### src/rtl/i2c_master_txn.sv
`default_nettype none
// +--------------------------------------------------------------------------+
// | i2c_master_txn : single-byte I2C master (START/addr/ACK/data/ACK/STOP)   |
// | Rev 1.0                                                                  |
// +--------------------------------------------------------------------------+
module i2c_master_txn #(
  parameter int unsigned CLK_DIV = 4
) (
  input  logic       clk,
  input  logic       rst_n,
  input  logic       start,
  input  logic       rw,
  input  logic [6:0] addr,
  input  logic [7:0] wdata,
  output logic       busy,
  output logic       done,
  output logic       ack_err,
  output logic [7:0] rdata,
  output logic       scl_oe,
  output logic       sda_oe,
  input  logic       sda_in
);

  localparam logic [2:0] c_IDLE  = 3'd0;
  localparam logic [2:0] c_START = 3'd1;
  localparam logic [2:0] c_ADDR  = 3'd2;
  localparam logic [2:0] c_AACK  = 3'd3;
  localparam logic [2:0] c_DATA  = 3'd4;
  localparam logic [2:0] c_DACK  = 3'd5;
  localparam logic [2:0] c_STOP  = 3'd6;
  localparam logic [2:0] c_DONE  = 3'd7;

  localparam logic [7:0] c_QMAX = 8'(CLK_DIV - 1);

  logic [2:0] state_q, state_d;
  logic [7:0] qcnt_q, qcnt_d;
  logic [1:0] phase_q, phase_d;
  logic [2:0] bitcnt_q, bitcnt_d;
  logic [7:0] tx_q, tx_d;
  logic [7:0] rx_q, rx_d;
  logic [7:0] wbyte_q, wbyte_d;
  logic       rw_q, rw_d;
  logic       ack_err_q, ack_err_d;
  logic [7:0] rdata_q, rdata_d;
  logic       busy_q, busy_d;
  logic       done_q, done_d;
  logic       scl_oe_q, scl_oe_d;
  logic       sda_oe_q, sda_oe_d;
  logic       tick;

  assign tick = (qcnt_q == c_QMAX);

  always_comb begin
    state_d   = state_q;
    qcnt_d    = qcnt_q;
    phase_d   = phase_q;
    bitcnt_d  = bitcnt_q;
    tx_d      = tx_q;
    rx_d      = rx_q;
    wbyte_d   = wbyte_q;
    rw_d      = rw_q;
    ack_err_d = ack_err_q;
    rdata_d   = rdata_q;
    busy_d    = busy_q;
    done_d    = 1'b0;

    if (state_q != c_IDLE && state_q != c_DONE) begin
      qcnt_d = tick ? 8'd0 : qcnt_q + 8'd1;
    end

    case (state_q)
      c_IDLE: begin
        if (start) begin
          tx_d      = {addr, rw};
          rx_d      = 8'h00;
          wbyte_d   = wdata;
          rw_d      = rw;
          ack_err_d = 1'b0;
          busy_d    = 1'b1;
          qcnt_d    = 8'd0;
          phase_d   = 2'd0;
          bitcnt_d  = 3'd0;
          state_d   = c_START;
        end
      end
      c_START: begin
        if (tick) begin
          if (phase_q == 2'd1) begin
            phase_d = 2'd0;
            state_d = c_ADDR;
          end else begin
            phase_d = phase_q + 2'd1;
          end
        end
      end
      c_ADDR, c_DATA: begin
        if (tick) begin
          if (phase_q == 2'd2 && state_q == c_DATA && rw_q) begin
            rx_d = {rx_q[6:0], sda_in};
          end
          if (phase_q == 2'd3) begin
            phase_d = 2'd0;
            tx_d    = {tx_q[6:0], 1'b0};
            if (bitcnt_q == 3'd7) begin
              bitcnt_d = 3'd0;
              state_d  = (state_q == c_ADDR) ? c_AACK : c_DACK;
            end else begin
              bitcnt_d = bitcnt_q + 3'd1;
            end
          end else begin
            phase_d = phase_q + 2'd1;
          end
        end
      end
      c_AACK: begin
        if (tick) begin
          if (phase_q == 2'd2 && sda_in) begin
            ack_err_d = 1'b1;
          end
          if (phase_q == 2'd3) begin
            phase_d = 2'd0;
            if (ack_err_q) begin
              state_d = c_STOP;
            end else begin
              tx_d    = wbyte_q;
              state_d = c_DATA;
            end
          end else begin
            phase_d = phase_q + 2'd1;
          end
        end
      end
      c_DACK: begin
        if (tick) begin
          if (phase_q == 2'd2 && sda_in && !rw_q) begin
            ack_err_d = 1'b1;
          end
          if (phase_q == 2'd3) begin
            phase_d = 2'd0;
            state_d = c_STOP;
          end else begin
            phase_d = phase_q + 2'd1;
          end
        end
      end
      c_STOP: begin
        if (tick) begin
          if (phase_q == 2'd2) begin
            phase_d = 2'd0;
            done_d  = 1'b1;
            busy_d  = 1'b0;
            state_d = c_DONE;
            if (rw_q) begin
              rdata_d = rx_q;
            end
          end else begin
            phase_d = phase_q + 2'd1;
          end
        end
      end
      default: begin
        state_d = c_IDLE;
      end
    endcase
  end

  // Line enables are derived from the upcoming state so they register cleanly.
  always_comb begin
    scl_oe_d = 1'b0;
    sda_oe_d = 1'b0;
    case (state_d)
      c_START: begin
        scl_oe_d = (phase_d == 2'd1);
        sda_oe_d = 1'b1;
      end
      c_ADDR: begin
        scl_oe_d = ~phase_d[1];
        sda_oe_d = ~tx_d[7];
      end
      c_AACK, c_DACK: begin
        scl_oe_d = ~phase_d[1];
        sda_oe_d = 1'b0;
      end
      c_DATA: begin
        scl_oe_d = ~phase_d[1];
        sda_oe_d = rw_d ? 1'b0 : ~tx_d[7];
      end
      c_STOP: begin
        scl_oe_d = (phase_d == 2'd0);
        sda_oe_d = (phase_d != 2'd2);
      end
      default: begin
        scl_oe_d = 1'b0;
        sda_oe_d = 1'b0;
      end
    endcase
  end

  always_ff @(posedge clk) begin
    if (!rst_n) begin
      state_q   <= c_IDLE;
      qcnt_q    <= 8'd0;
      phase_q   <= 2'd0;
      bitcnt_q  <= 3'd0;
      tx_q      <= 8'h00;
      rx_q      <= 8'h00;
      wbyte_q   <= 8'h00;
      rw_q      <= 1'b0;
      ack_err_q <= 1'b0;
      rdata_q   <= 8'h00;
      busy_q    <= 1'b0;
      done_q    <= 1'b0;
      scl_oe_q  <= 1'b0;
      sda_oe_q  <= 1'b0;
    end else begin
      state_q   <= state_d;
      qcnt_q    <= qcnt_d;
      phase_q   <= phase_d;
      bitcnt_q  <= bitcnt_d;
      tx_q      <= tx_d;
      rx_q      <= rx_d;
      wbyte_q   <= wbyte_d;
      rw_q      <= rw_d;
      ack_err_q <= ack_err_d;
      rdata_q   <= rdata_d;
      busy_q    <= busy_d;
      done_q    <= done_d;
      scl_oe_q  <= scl_oe_d;
      sda_oe_q  <= sda_oe_d;
    end
  end

  assign busy    = busy_q;
  assign done    = done_q;
  assign ack_err = ack_err_q;
  assign rdata   = rdata_q;
  assign scl_oe  = scl_oe_q;
  assign sda_oe  = sda_oe_q;

endmodule
`default_nettype wire

### config.mk
export PLATFORM = sky130hd
export DESIGN_NAME = i2c_master_txn
export DESIGN_NICKNAME = d
export VERILOG_FILES = /design/src/rtl/i2c_master_txn.sv
export SDC_FILE = /design/constraint.sdc
export NUM_CORES = 1
export LEC_CHECK = 0
export BUFFER_PORTS_ARGS = -buffer_cell sky130_fd_sc_hd__buf_2
export CORE_MARGIN = 2
export CORE_UTILIZATION = 40
export DETAILED_ROUTE_END_ITERATION = 16
export GPL_ROUTABILITY_DRIVEN = 0
export PLACE_DENSITY = 0.66
export SYNTH_ARGS = -nofsm -noshare
export SYNTH_HDL_FRONTEND = slang
export SYNTH_SLANG_ARGS = --single-unit
### constraint.sdc
create_clock -name clk -period 2.99 [get_ports clk]
set_input_delay 0.299 -clock clk [delete_from_list [all_inputs] [get_ports clk]]
set_output_delay 0.299 -clock clk [all_outputs]
set_load 0.005 [all_outputs]
# Word-level counts from Yosys, hierarchy flattened
# Index checks and enable logic that the tools add are counted.
[op_classes]
eq_ne = 32
bitwise_logic = 2
mux = 59
reduce_logical = 24
add_sub_neg = 3
[ops]
columns = ["cell", "n"]
rows = [
  ["$mux W8", 13],
  ["$mux W3", 17],
  ["$ne A2 B2 Y1 const B", 13],
  ["$pmux W8 S3", 1],
  ["$eq A3 B3 Y1 const B", 7],
  ["$pmux W3 S6", 1],
  ["$mux W2", 8],
  ["$pmux W8 S2", 1],
  ["$reduce_and A4 Y1", 4],
  ["$eq A3 B2 Y1 const B", 4],
  ["$mux W1", 12],
  ["$reduce_bool A3 Y1", 3],
  ["$add A8 B1 Y8 const B", 1],
  ["$eq A8 B2 Y1 const B", 1],
  ["$pmux W2 S4", 1],
  ["$reduce_or A4 Y1", 2],
  ["$reduce_and A7 Y1", 1],
  ["$eq A3 B1 Y1 const B", 2],
  ["$pmux W1 S3", 2],
  ["$pmux W3 S2", 1],
  ["$reduce_and A6 Y1", 1],
  ["$logic_and A1 B1 Y1", 5],
  ["$eq A2 B1 Y1 const B", 2],
  ["$eq A2 B2 Y1 const B", 2],
  ["13 further kinds", 15],
]
[totals]
inputBits = 20
wordCells = 135
output_inout_bits = 13
regBits = 54

# Depth between registers and ports, before layout
# Gate-level depths: netlist (run 1).
[depth]
ltp_word = 9
ltp_mapped = 9
mapped_depth_nobuf = 8

# Worst setup path after synthesis (run 1)
# Ideal clock, no wire load.
[synth_timing]
kind = "reg2reg"
startpoint = "register qcnt_q[0]"
endpoint = "register scl_oe_q, in the netlist scl_oe"
arrival_ps = 2305
n_path_buf = 1
setup_slack_ps = 551
stages_incl_launch_ff = 9
cell_sequence = "dfxtp_1 -> ha_1 -> or3b_2 -> clkbuf_1 -> or4_1 -> and3_1 -> a2bb2oi_1 -> o31ai_1 -> a311oi_1"
[synth_between]
elab_chain_cells = 6
word_cells_on_any_way = 22
[synth_rtl]
columns = ["item", "line_no", "rtl"]
rows = [
  ["start: declaration", "36", "logic [7:0] qcnt_q, qcnt_d;"],
  ["start signal: assignment", "217", "qcnt_q <= qcnt_d;"],
  ["$eq A8 B2 Y1 (*)", "51", "assign tick = (qcnt_q == c_QMAX);"],
  ["$mux W3 (on tied branches)", "-", ""],
  ["$pmux W3 S6", "71", "case (state_q)"],
  ["$eq A3 B3 Y1 / $eq A3 B2 Y1 (equally long branches)", "171", "case (state_d)"],
  ["$reduce_or A4 Y1 (no line)", "-", ""],
  ["$pmux W1 S3 (*)", "171", ""],
  ["end signal: assignment", "228", "scl_oe_q <= scl_oe_d;"],
  ["end: declaration", "47", "logic scl_oe_q, scl_oe_d;"],
]
# Mark *: on every way between the ends. The rest lies on a longest branch, timed or not.
# A chain may end at the register's enable or synchronous reset.

# Worst setup path in the final report (run 1)
# Same ends and word-level chain as after synthesis.

==> results of run 1 <==
==> how the worst max path moves through the flow <==
stage	endpoint	slack, ns
6_report	scl_oe$_SDFF_PN0_	0.29
5_1_grt	sda_oe$_SDFF_PN0_	0.13
4_1_cts	scl_oe$_SDFF_PN0_	0.32
3_5_place_dp	scl_oe$_SDFF_PN0_	0.33
3_3_place_gp	sda_oe$_SDFF_PN0_	0.46
2_1_floorplan	scl_oe$_SDFF_PN0_	0.55
==> metrics by stage <==
step,hold WS (ns),cells,util,instance area (um2)
after global routing,0.226,434,0.477,3060
after CTS,0.220,434,0.477,3060
after global placement,0.439,426,0.460,2960
after detailed placement,0.445,426,0.460,2960
final,0.221,434,0.477,3060
after floorplan,0.421,326,-,2700
==> registers in the layout, summed over array words and instances, names as in the netlist <==
name / flops
qcnt_q: 8
ack_err: 1
phase_q: 2
rw_q: 1
rdata: 8
tx_q: 8
wbyte_q: 8
bitcnt_q: 3
sda_oe: 1
busy: 1
rx_q: 8
done: 1
scl_oe: 1
state_q: 3
==> metal layers <==
metal / track usage / wire (um) / up-vias
met1: 0.238 / 3020 / 1143
li1: - / - / 1233
met4: 0.0346 / 42 / 0
met5: 0 / 0 / -
met3: 0.0375 / 340 / 5
met2: 0.292 / 3040 / 73
==> cell type report <==
class,instances,area [um2]
well taps,77,96.3
repair buffers,43,243
fillers,648,3360
clock inverters,3,40.0
inverters,5,18.8
multi-input cells,247,1520
clock buffers,5,68.8
flip-flops and latches,54,1080
==> kinds of logic (layout without fill, tap and decap cells) <==
group           count (synthesis)  count (layout)  share of synthesized area
buf+inv                        25              56                     0.0381
compound gates                 83              83                      0.220
mux                             4               4                     0.0149
xor+xnor                        8               8                     0.0260
fa+ha+maj                       9               9                     0.0418
flops                          54              54                      0.401
simple gates                  143             143                      0.258
==> critical path, cell delays in order (launching register included) <==
cell and delay [ns]:
dfxtp_1 0.38, ha_1 0.22, or3b_2 0.54, or2_1 0.43, o221ai_1 0.37, nand2_1 0.17
nand3b_1 0.22, a311oi_1 0.28
==> power groups by stage <==
stage               Sequential (mW)  Clock, mW  Combinational [mW]
CTS                           0.760      0.496               0.119
finish                        0.760      0.486               0.119
floorplan                     0.766          0              0.0833
global route                  0.763      0.527               0.132
global placement              0.776          0               0.117
detailed placement            0.776          0               0.119
==> cells in the final DEF (no fill, tap or decap), drive strengths merged, types with 2 or more instances in the layout <==
cell,synthesis,routed
buf,7,43
ha,9,9
a2111o,2,2
clkbuf,13,5
dfxtp,54,54
nand2b,3,3
nand2,55,55
nor2b,3,3
a211oi,2,2
o31ai,2,2
nor4,3,3
nor3,9,9
clkinv,1,3
a22oi,8,8
inv,4,4
or4,2,2
and2,4,4
nand4,5,5
xnor2,3,3
and3,5,5
a21oi,37,37
nor2,22,22
o311ai,2,2
o21ai,7,7
mux2i,4,4
nand3,23,23
nor3b,2,2
xor2,5,5
o211ai,2,2
a311oi,2,2
a31oi,8,8
==> out/qor.csv, run 1 <==
metric,value,unit
grt_pass1_wl,10600,um
h-tree-depth,2,
crit_start,qcnt_q[0]$_SDFF_PN0_,
power_density,446,nW/um2
layout.nets,385,
p_leak,1.13,nW
dpl.hpwl,4460,um
grt_usage,0.176,
clk_pin_slew_worst_paths,0.10,ns
hold_violations,0,
synth_area,2700,um2
clkPwrFrac,0.356,
grt_pass1_vias,2248,
dp_slack,0.329,ns
antenna_found_initial,0,
r2r-start,qcnt_q[0]$_SDFF_PN0_,
finalSetupViolations,0,
drt_wl_total,6440,um
fin_ws,0.290,ns
vias,2454,
synth_top_area_frac,0.401,
grt-ovfl-total,0,
hp-start,wdata[2],
synth-seq-cells,54,
finalCriticalPeriod,2.70,ns
yosysMostFrequentCell,nand2_1,
rrSetupSlack,0.29,ns
cts_setup_buffers,0,
grt_start_max_net_pins,29,
yosysSeqAreaShare,0.401,
crit_fanout,10,
worstPathRequired,3.21,ns
diodes,0,
tritoncts,built,
hold_depth,3,
min_to,wbyte_q[2]$_SDFFE_PN0P_,
rsz0062_at_grt,no,
hold_class,in -> reg,
total_power,1.37,mW
fmax,370,MHz
drtIter0Drc,230,
cts_inserted_buffers,5,
yosys-top-cells-count,"nand2_1 (55), dfxtp_1 (54), a21oi_1 (36)",
rows,29,
floorplan.initialDensity,0.420,
yosys_warnings,0,
synth-main-ff-cell,dfxtp_1,
clkSinkCount,54,
layout-drive-gt1-share,0.174,
syn2layout_area_growth,13.7,%
skew,0.0111,ns
setup_tns,0,ns
ctsResizeCount,0,
via_per_inst,5.65,
cap_violations,0,
swShare,0.242,
clockBufferDepth,2,
worstSetupStartpointType,flop,
synth_edf_count,0,
die_w,86.1,um
firstDrtPassIters,4,
core_area,6420,um2
fp.dieArea,7410,um2
syn_nets,355,
ff2ff_path_depth,7,
postSynth.asyncResetShare,0,
drc_errors,0,
hold_buffers,0,
synth_cells,326,
io_pins,33,
wl_per_cell,14.8,um
synth_area_leader_cell,dfxtp_1,
finalMaxSlewViolations,0,
worst_pin_slew,0.763,ns
synth_area_leaders,"dfxtp_1 (40%), nand2_1 (7.7%), a21oi_1 (6.7%)",
max_slew_margin,0.491,
internal_power,1.03,mW
ant_nets,0,
syn_area_per_cell,8.27,um2
cts_root_buffer,clkbuf_8,
rr_endpoint,scl_oe$_SDFF_PN0_,
p_sw,0.330,mW
port_buffers,32,
peakVddDrop,0.000267,V
crit_arrival,2.92,ns
seqPwrFrac,0.557,
status,"finished, final reports clean",
clock_latency,0.31,ns
comb_power_share,0.087,
crit_path_end_kind,flop,
synth.distinct_cells,58,
die_h,86.1,um
min_period_over_period,0.903,
crit_type,reg -> reg,
Power figures use the tool's default switching activity.
==> inputs of run 2 (changes only) <==
--- a/config.mk
+++ b/config.mk
@@ -6,11 +6,11 @@
 export NUM_CORES = 1
 export LEC_CHECK = 0
 export BUFFER_PORTS_ARGS = -buffer_cell sky130_fd_sc_hd__buf_2
+export CAP_MARGIN = 15
 export CORE_MARGIN = 2
 export CORE_UTILIZATION = 40
 export DETAILED_ROUTE_END_ITERATION = 16
 export GPL_ROUTABILITY_DRIVEN = 0
-export PLACE_DENSITY = 0.66
 export SYNTH_ARGS = -nofsm -noshare
 export SYNTH_HDL_FRONTEND = slang
 export SYNTH_SLANG_ARGS = --single-unit
==> constraint.sdc (replaced) <==
create_clock -name clk -period 2.99 [get_ports clk]
set_input_delay 0.299 -clock clk [delete_from_list [all_inputs] [get_ports clk]]
set_output_delay 0.299 -clock clk [all_outputs]
set_load 0.01 [all_outputs]
==> run 2 against run 1 <==
  * Sequential power hardly changed
  * Flip-flop and latch count stayed put
  * Global-route usage is 0.97 points higher
  * Clock power is 9.3% higher
  * Via count is 0.33% higher
  * Register-to-register slack better by 0.097 ns
  * Total power is 3.4% higher
  * Final cell count stayed put
  * Clock-buffer cell count is 1 higher
  * First-iteration DRC count is 12% lower
  * Non-clock buffer count stayed put
  * Worst setup slack better by 0.097 ns
  * Critical endpoint is now sda_oe$_SDFF_PN0_
  * Largest power group unchanged
==> out/qor.csv, run 2 (synthesis gave the netlist of run 1 again) <==
metric,value,unit,change
status,"finished, final reports clean",,unchanged
fin_hold_ws,0.209,ns,was 0.221 ns
h-tree-depth,2,,unchanged
place_area,2960,um2,unchanged
worstSetupStartpointType,flop,,unchanged
floorplan.initialDensity,0.420,,unchanged
io_pins,33,,unchanged
p_leak,1.13,nW,about the same
final_area,3080,um2,was 3060 um2
crit_path_end_kind,flop,,unchanged
total_power,1.41,mW,was 1.37 mW
die_w,86.1,um,unchanged
cts_setup_buffers,0,,unchanged
grt_pass1_wl,11100,um,was 10600 um
rows,29,,unchanged
dpl.hpwl,4600,um,was 4460 um
skew,0.00717,ns,was 0.0111 ns
layout.nets,385,,unchanged
min_period_over_period,0.871,,was 0.903
grt_usage,0.186,,was 0.176
finalCriticalPeriod,2.60,ns,was 2.70 ns
tritoncts,built,,unchanged
grt_start_max_net_pins,26,,was 29
hold_class,in -> reg,,unchanged
finalMaxSlewViolations,0,,unchanged
crit_type,reg -> reg,,unchanged
core_area,6420,um2,unchanged
clockBufferDepth,2,,unchanged
clkSinkCount,54,,unchanged
fp.dieArea,7410,um2,unchanged
hold_violations,0,,unchanged
firstDrtPassIters,4,,unchanged
crit_fanout,10,,unchanged
clock_latency,0.32,ns,was 0.31 ns
finalSetupViolations,0,,unchanged
grt_pass1_vias,2307,,was 2248
max_slew_margin,0.509,,was 0.491
die_h,86.1,um,unchanged
diodes,0,,unchanged
grt-ovfl-total,0,,unchanged
drtIter0Drc,203,,was 230
layout_common_cells,"nand2_1 (55), dfxtp_1 (54), a21oi_1 (36)",,unchanged
crit_arrival,2.84,ns,was 2.92 ns
wl_per_cell,14.8,um,about the same
layout-drive-gt1-share,0.174,,unchanged
via_per_inst,5.67,,was 5.65
worstPathRequired,3.23,ns,was 3.21 ns
ant_nets,0,,unchanged
clk_pin_slew_worst_paths,0.10,ns,about the same
vias,2462,,was 2454
cts_root_buffer,clkbuf_8,,unchanged
cap_violations,0,,unchanged
worst_pin_slew,0.735,ns,was 0.763 ns
hold_buffers,0,,unchanged
ctsResizeCount,0,,unchanged
antenna_found_initial,0,,unchanged
port_buffers,32,,unchanged
setup_tns,0,ns,unchanged
rrSetupSlack,0.39,ns,was 0.29 ns
fmax,384,MHz,was 370 MHz
syn2layout_area_growth,14.2,%,was 13.7%
drt_wl_total,6430,um,was 6440 um
power_density,459,nW/um2,was 446 nW/um2
cts_inserted_buffers,5,,unchanged
rsz0062_at_grt,no,,unchanged
peakVddDrop,0.000241,V,was 0.000267 V
drc_errors,0,,unchanged
layout_commonest_cell,nand2_1,,unchanged
run 2: changes by cell type in the layout (fill, tap and decap cells not counted), sizes merged:
cell	delta
clkbuf	+1
clkinv	-2
inv	+1
run 2: final cells by class:
type	count	area, um2
Sequential cell	54	1080
Inverter	5	18.8
Fill cell	653	3350
Multi-Input combinational cell	247	1520
Clock buffer	6	82.6
Clock inverter	2	38.8
Timing Repair Buffer	43	243
Tap cell	77	96.3
run 2: metrics by stage:
step,cells,utilization,setup slack (ns)
after floorplan,326,-,0.551
after global placement,426,0.460,0.483
after detailed placement,426,0.460,0.398
after CTS,434,0.479,0.398
after global routing,434,0.479,0.165
final,434,0.479,0.387
run 2: where the power goes:
| part | switching [mW] | leakage, nW | total, mW | internal (mW) |
|---|---|---|---|---|
| sequential | 0.0198 | 0.439 | 0.759 | 0.739 |
| combinational | 0.0717 | 0.633 | 0.121 | 0.0488 |
| clock | 0.255 | 0.0618 | 0.531 | 0.276 |
run 2: metal layers:
layer,part of all wire,track usage
met1,0.46,0.246
met4,0.012,0.0592
met5,0,0
met3,0.051,0.0318
met2,0.47,0.308
run 2: critical path, stage by stage (launching register included):
cell      delay (ns)
dfxtp_1         0.37
ha_1            0.22
or3b_2          0.54
or2_1           0.41
o221ai_1        0.35
nand2_1         0.16
a2111o_1        0.32
a31oi_1         0.17
run 2: final timing paths:
check                                           start                 endpoint  cells after the start
worst max-delay path             qcnt_q[0]$_SDFF_PN0_        sda_oe$_SDFF_PN0_                      7
worst min-delay path                         wdata[0]  wbyte_q[0]$_SDFFE_PN0P_                      3
worst max register to register   qcnt_q[0]$_SDFF_PN0_        sda_oe$_SDFF_PN0_                      7
worst min register to register  rdata[1]$_SDFFE_PN0P_    rdata[1]$_SDFFE_PN0P_                      2
==> inputs of run 3 (changes only) <==
--- a/config.mk
+++ b/config.mk
@@ -7,6 +7,7 @@
 export LEC_CHECK = 0
 export BUFFER_PORTS_ARGS = -buffer_cell sky130_fd_sc_hd__buf_2
 export CAP_MARGIN = 15
+export CORE_ASPECT_RATIO = 2
 export CORE_MARGIN = 2
 export CORE_UTILIZATION = 40
 export DETAILED_ROUTE_END_ITERATION = 16
==> constraint.sdc (replaced) <==
create_clock -name clk -period 2.99 [get_ports clk]
set_input_delay 0.299 -clock clk [delete_from_list [all_inputs] [get_ports clk]]
set_output_delay 0.299 -clock clk [all_outputs]
set_load 0.1 [all_outputs]
==> run 3 against run 2 <==
  * Core utilization grew 0.78 points
  * Flip-flop and latch count is the same
  * Sequential share of layout area shrank 1.3 points
  * Clock skew shrank 0.0026 ns
  * Cell area grew 3.9%
  * Die area grew 0.53%
  * Non-clock buffer count grew 4
  * Sequential power is essentially flat
  * Via count grew 1.8%
  * Combinational power grew 25%
==> out/qor.csv, run 3 (synthesis gave the netlist of run 1 again) <==
metric,value,unit,change
hold_depth,3,,unchanged
die_h,120,um,was 86.1 um
ctsResizeCount,0,,unchanged
p_sw,0.380,mW,was 0.347 mW
fmax,377,MHz,was 384 MHz
clockBufferDepth,2,,unchanged
crit_fanout,10,,unchanged
drt_wl_total,7140,um,was 6430 um
firstDrtPassIters,5,,was 4
h-tree-depth,2,,unchanged
multi_input_area,1520,um2,unchanged
syn2layout_area_growth,18.7,%,was 14.2%
finalCriticalPeriod,2.65,ns,was 2.60 ns
fp.dieArea,7450,um2,was 7410 um2
hold_buffers,0,,unchanged
dpl.hpwl,5210,um,was 4600 um
power_density,523,nW/um2,was 459 nW/um2
rsz0062_at_grt,no,,unchanged
status,"finished, final reports clean",,unchanged
cap_violations,0,,unchanged
clock_latency,0.29,ns,was 0.32 ns
finalMaxSlewViolations,0,,unchanged
finalSetupViolations,0,,unchanged
grt-ovfl-total,0,,unchanged
cts_root_buffer,clkbuf_16,,was clkbuf_8
seqPwrFrac,0.454,,was 0.538
min_period_over_period,0.887,,was 0.871
rrSetupSlack,0.34,ns,was 0.39 ns
antenna_found_initial,0,,unchanged
wl_per_cell,15.9,um,was 14.8 um
worstPathRequired,3.19,ns,was 3.23 ns
vias,2507,,was 2462
diodes,0,,unchanged
internal_power,1.29,mW,was 1.06 mW
floorplan.initialDensity,0.410,,was 0.420
cts_inserted_buffers,5,,unchanged
ff2ff_path_depth,7,,unchanged
comb_power_share,0.090,,was 0.085
setup_tns,0,ns,unchanged
die_w,62.0,um,was 86.1 um
layout-drive-gt1-share,0.183,,was 0.174
grt_start_max_net_pins,29,,was 26
drc_errors,0,,unchanged
worst_pin_slew,0.736,ns,was 0.735 ns
grt_pass1_vias,2409,,was 2307
grt_pass1_wl,11800,um,was 11100 um
p_leak,1.19,nW,was 1.13 nW
swShare,0.227,,was 0.246
ff_latch_area,1080,um2,unchanged
cts_setup_buffers,0,,unchanged
grt_usage,0.210,,was 0.186
fillers,668,,was 653
core_area,6570,um2,was 6420 um2
port_buffers,32,,unchanged
final_area,3200,um2,was 3080 um2
peakVddDrop,0.000496,V,was 0.000241 V
tritoncts,built,,unchanged
layout.nets,389,,was 385
place_area,3000,um2,was 2960 um2
hold_violations,0,,unchanged
io_pins,33,,unchanged
crit_path_end_kind,flop,,unchanged
clkPwrFrac,0.456,,was 0.376
hold_class,in -> reg,,unchanged
worstSetupStartpointType,flop,,unchanged
layout_commonest_cell,nand2_1,,unchanged
ant_nets,0,,unchanged
drtIter0Drc,69,,was 203
crit_type,reg -> reg,,unchanged
max_slew_margin,0.509,,about the same
clkSinkCount,54,,unchanged
rows,42,,was 29
clk_pin_slew_worst_paths,0.07,ns,was 0.10 ns
crit_arrival,2.85,ns,was 2.84 ns
fin_hold_ws,0.238,ns,was 0.209 ns
skew,0.00458,ns,was 0.00717 ns
via_per_inst,5.58,,was 5.67
layout_common_cells,"nand2_1 (55), dfxtp_1 (54), a21oi_1 (36)",,unchanged
==> run 3: worst paths after layout <==
path                      startpoint                      end
max             qcnt_q[0]$_SDFF_PN0_        scl_oe$_SDFF_PN0_
max reg2reg     qcnt_q[0]$_SDFF_PN0_        scl_oe$_SDFF_PN0_
min reg2reg  wbyte_q[0]$_SDFFE_PN0P_  wbyte_q[0]$_SDFFE_PN0P_
min                         wdata[3]  wbyte_q[3]$_SDFFE_PN0P_
==> run 3: cell type report <==
cell class,count,share of cell area
multi-input cells,247,0.474
flip-flops and latches,54,0.338
repair buffers,47,0.0853
clock buffers,6,0.0434
well taps,88,0.0344
clock inverters,2,0.0188
inverters,5,0.00587
==> run 3: power groups by stage <==
stage	sequential, mW	combinational, mW	clock (mW)
after floorplan	0.790	0.0833	0
after global placement	0.775	0.149	0
after detailed placement	0.776	0.150	0
after CTS	0.759	0.151	0.779
after global routing	0.762	0.164	0.817
final	0.759	0.151	0.763
==> run 3: per-stage QoR <==
step | setup WS [ns] | total power [mW] | cells | utilization
after global placement | 0.442 | 0.924 | 441 | 0.457
after global routing | 0.187 | 1.74 | 449 | 0.487
after detailed placement | 0.372 | 0.926 | 441 | 0.457
final | 0.338 | 1.67 | 449 | 0.487
after floorplan | 0.551 | 0.873 | 326 | -
after CTS | 0.349 | 1.69 | 449 | 0.487
==> run 3: layer usage <==
layer,global-route usage,up-vias,share of wire
li1,-,1238,-
met1,0.243,1179,0.39
met2,0.345,72,0.55
met3,0.0409,18,0.037
met4,0.109,0,0.029
met5,0,-,0
==> run 3: worst max-delay path, stage by stage (launching register included) <==
cell	delay, ns
dfxtp_1	0.37
ha_1	0.25
or3b_2	0.55
or2_1	0.41
o221ai_1	0.36
nand2_1	0.16
nand3b_1	0.19
a311oi_1	0.27
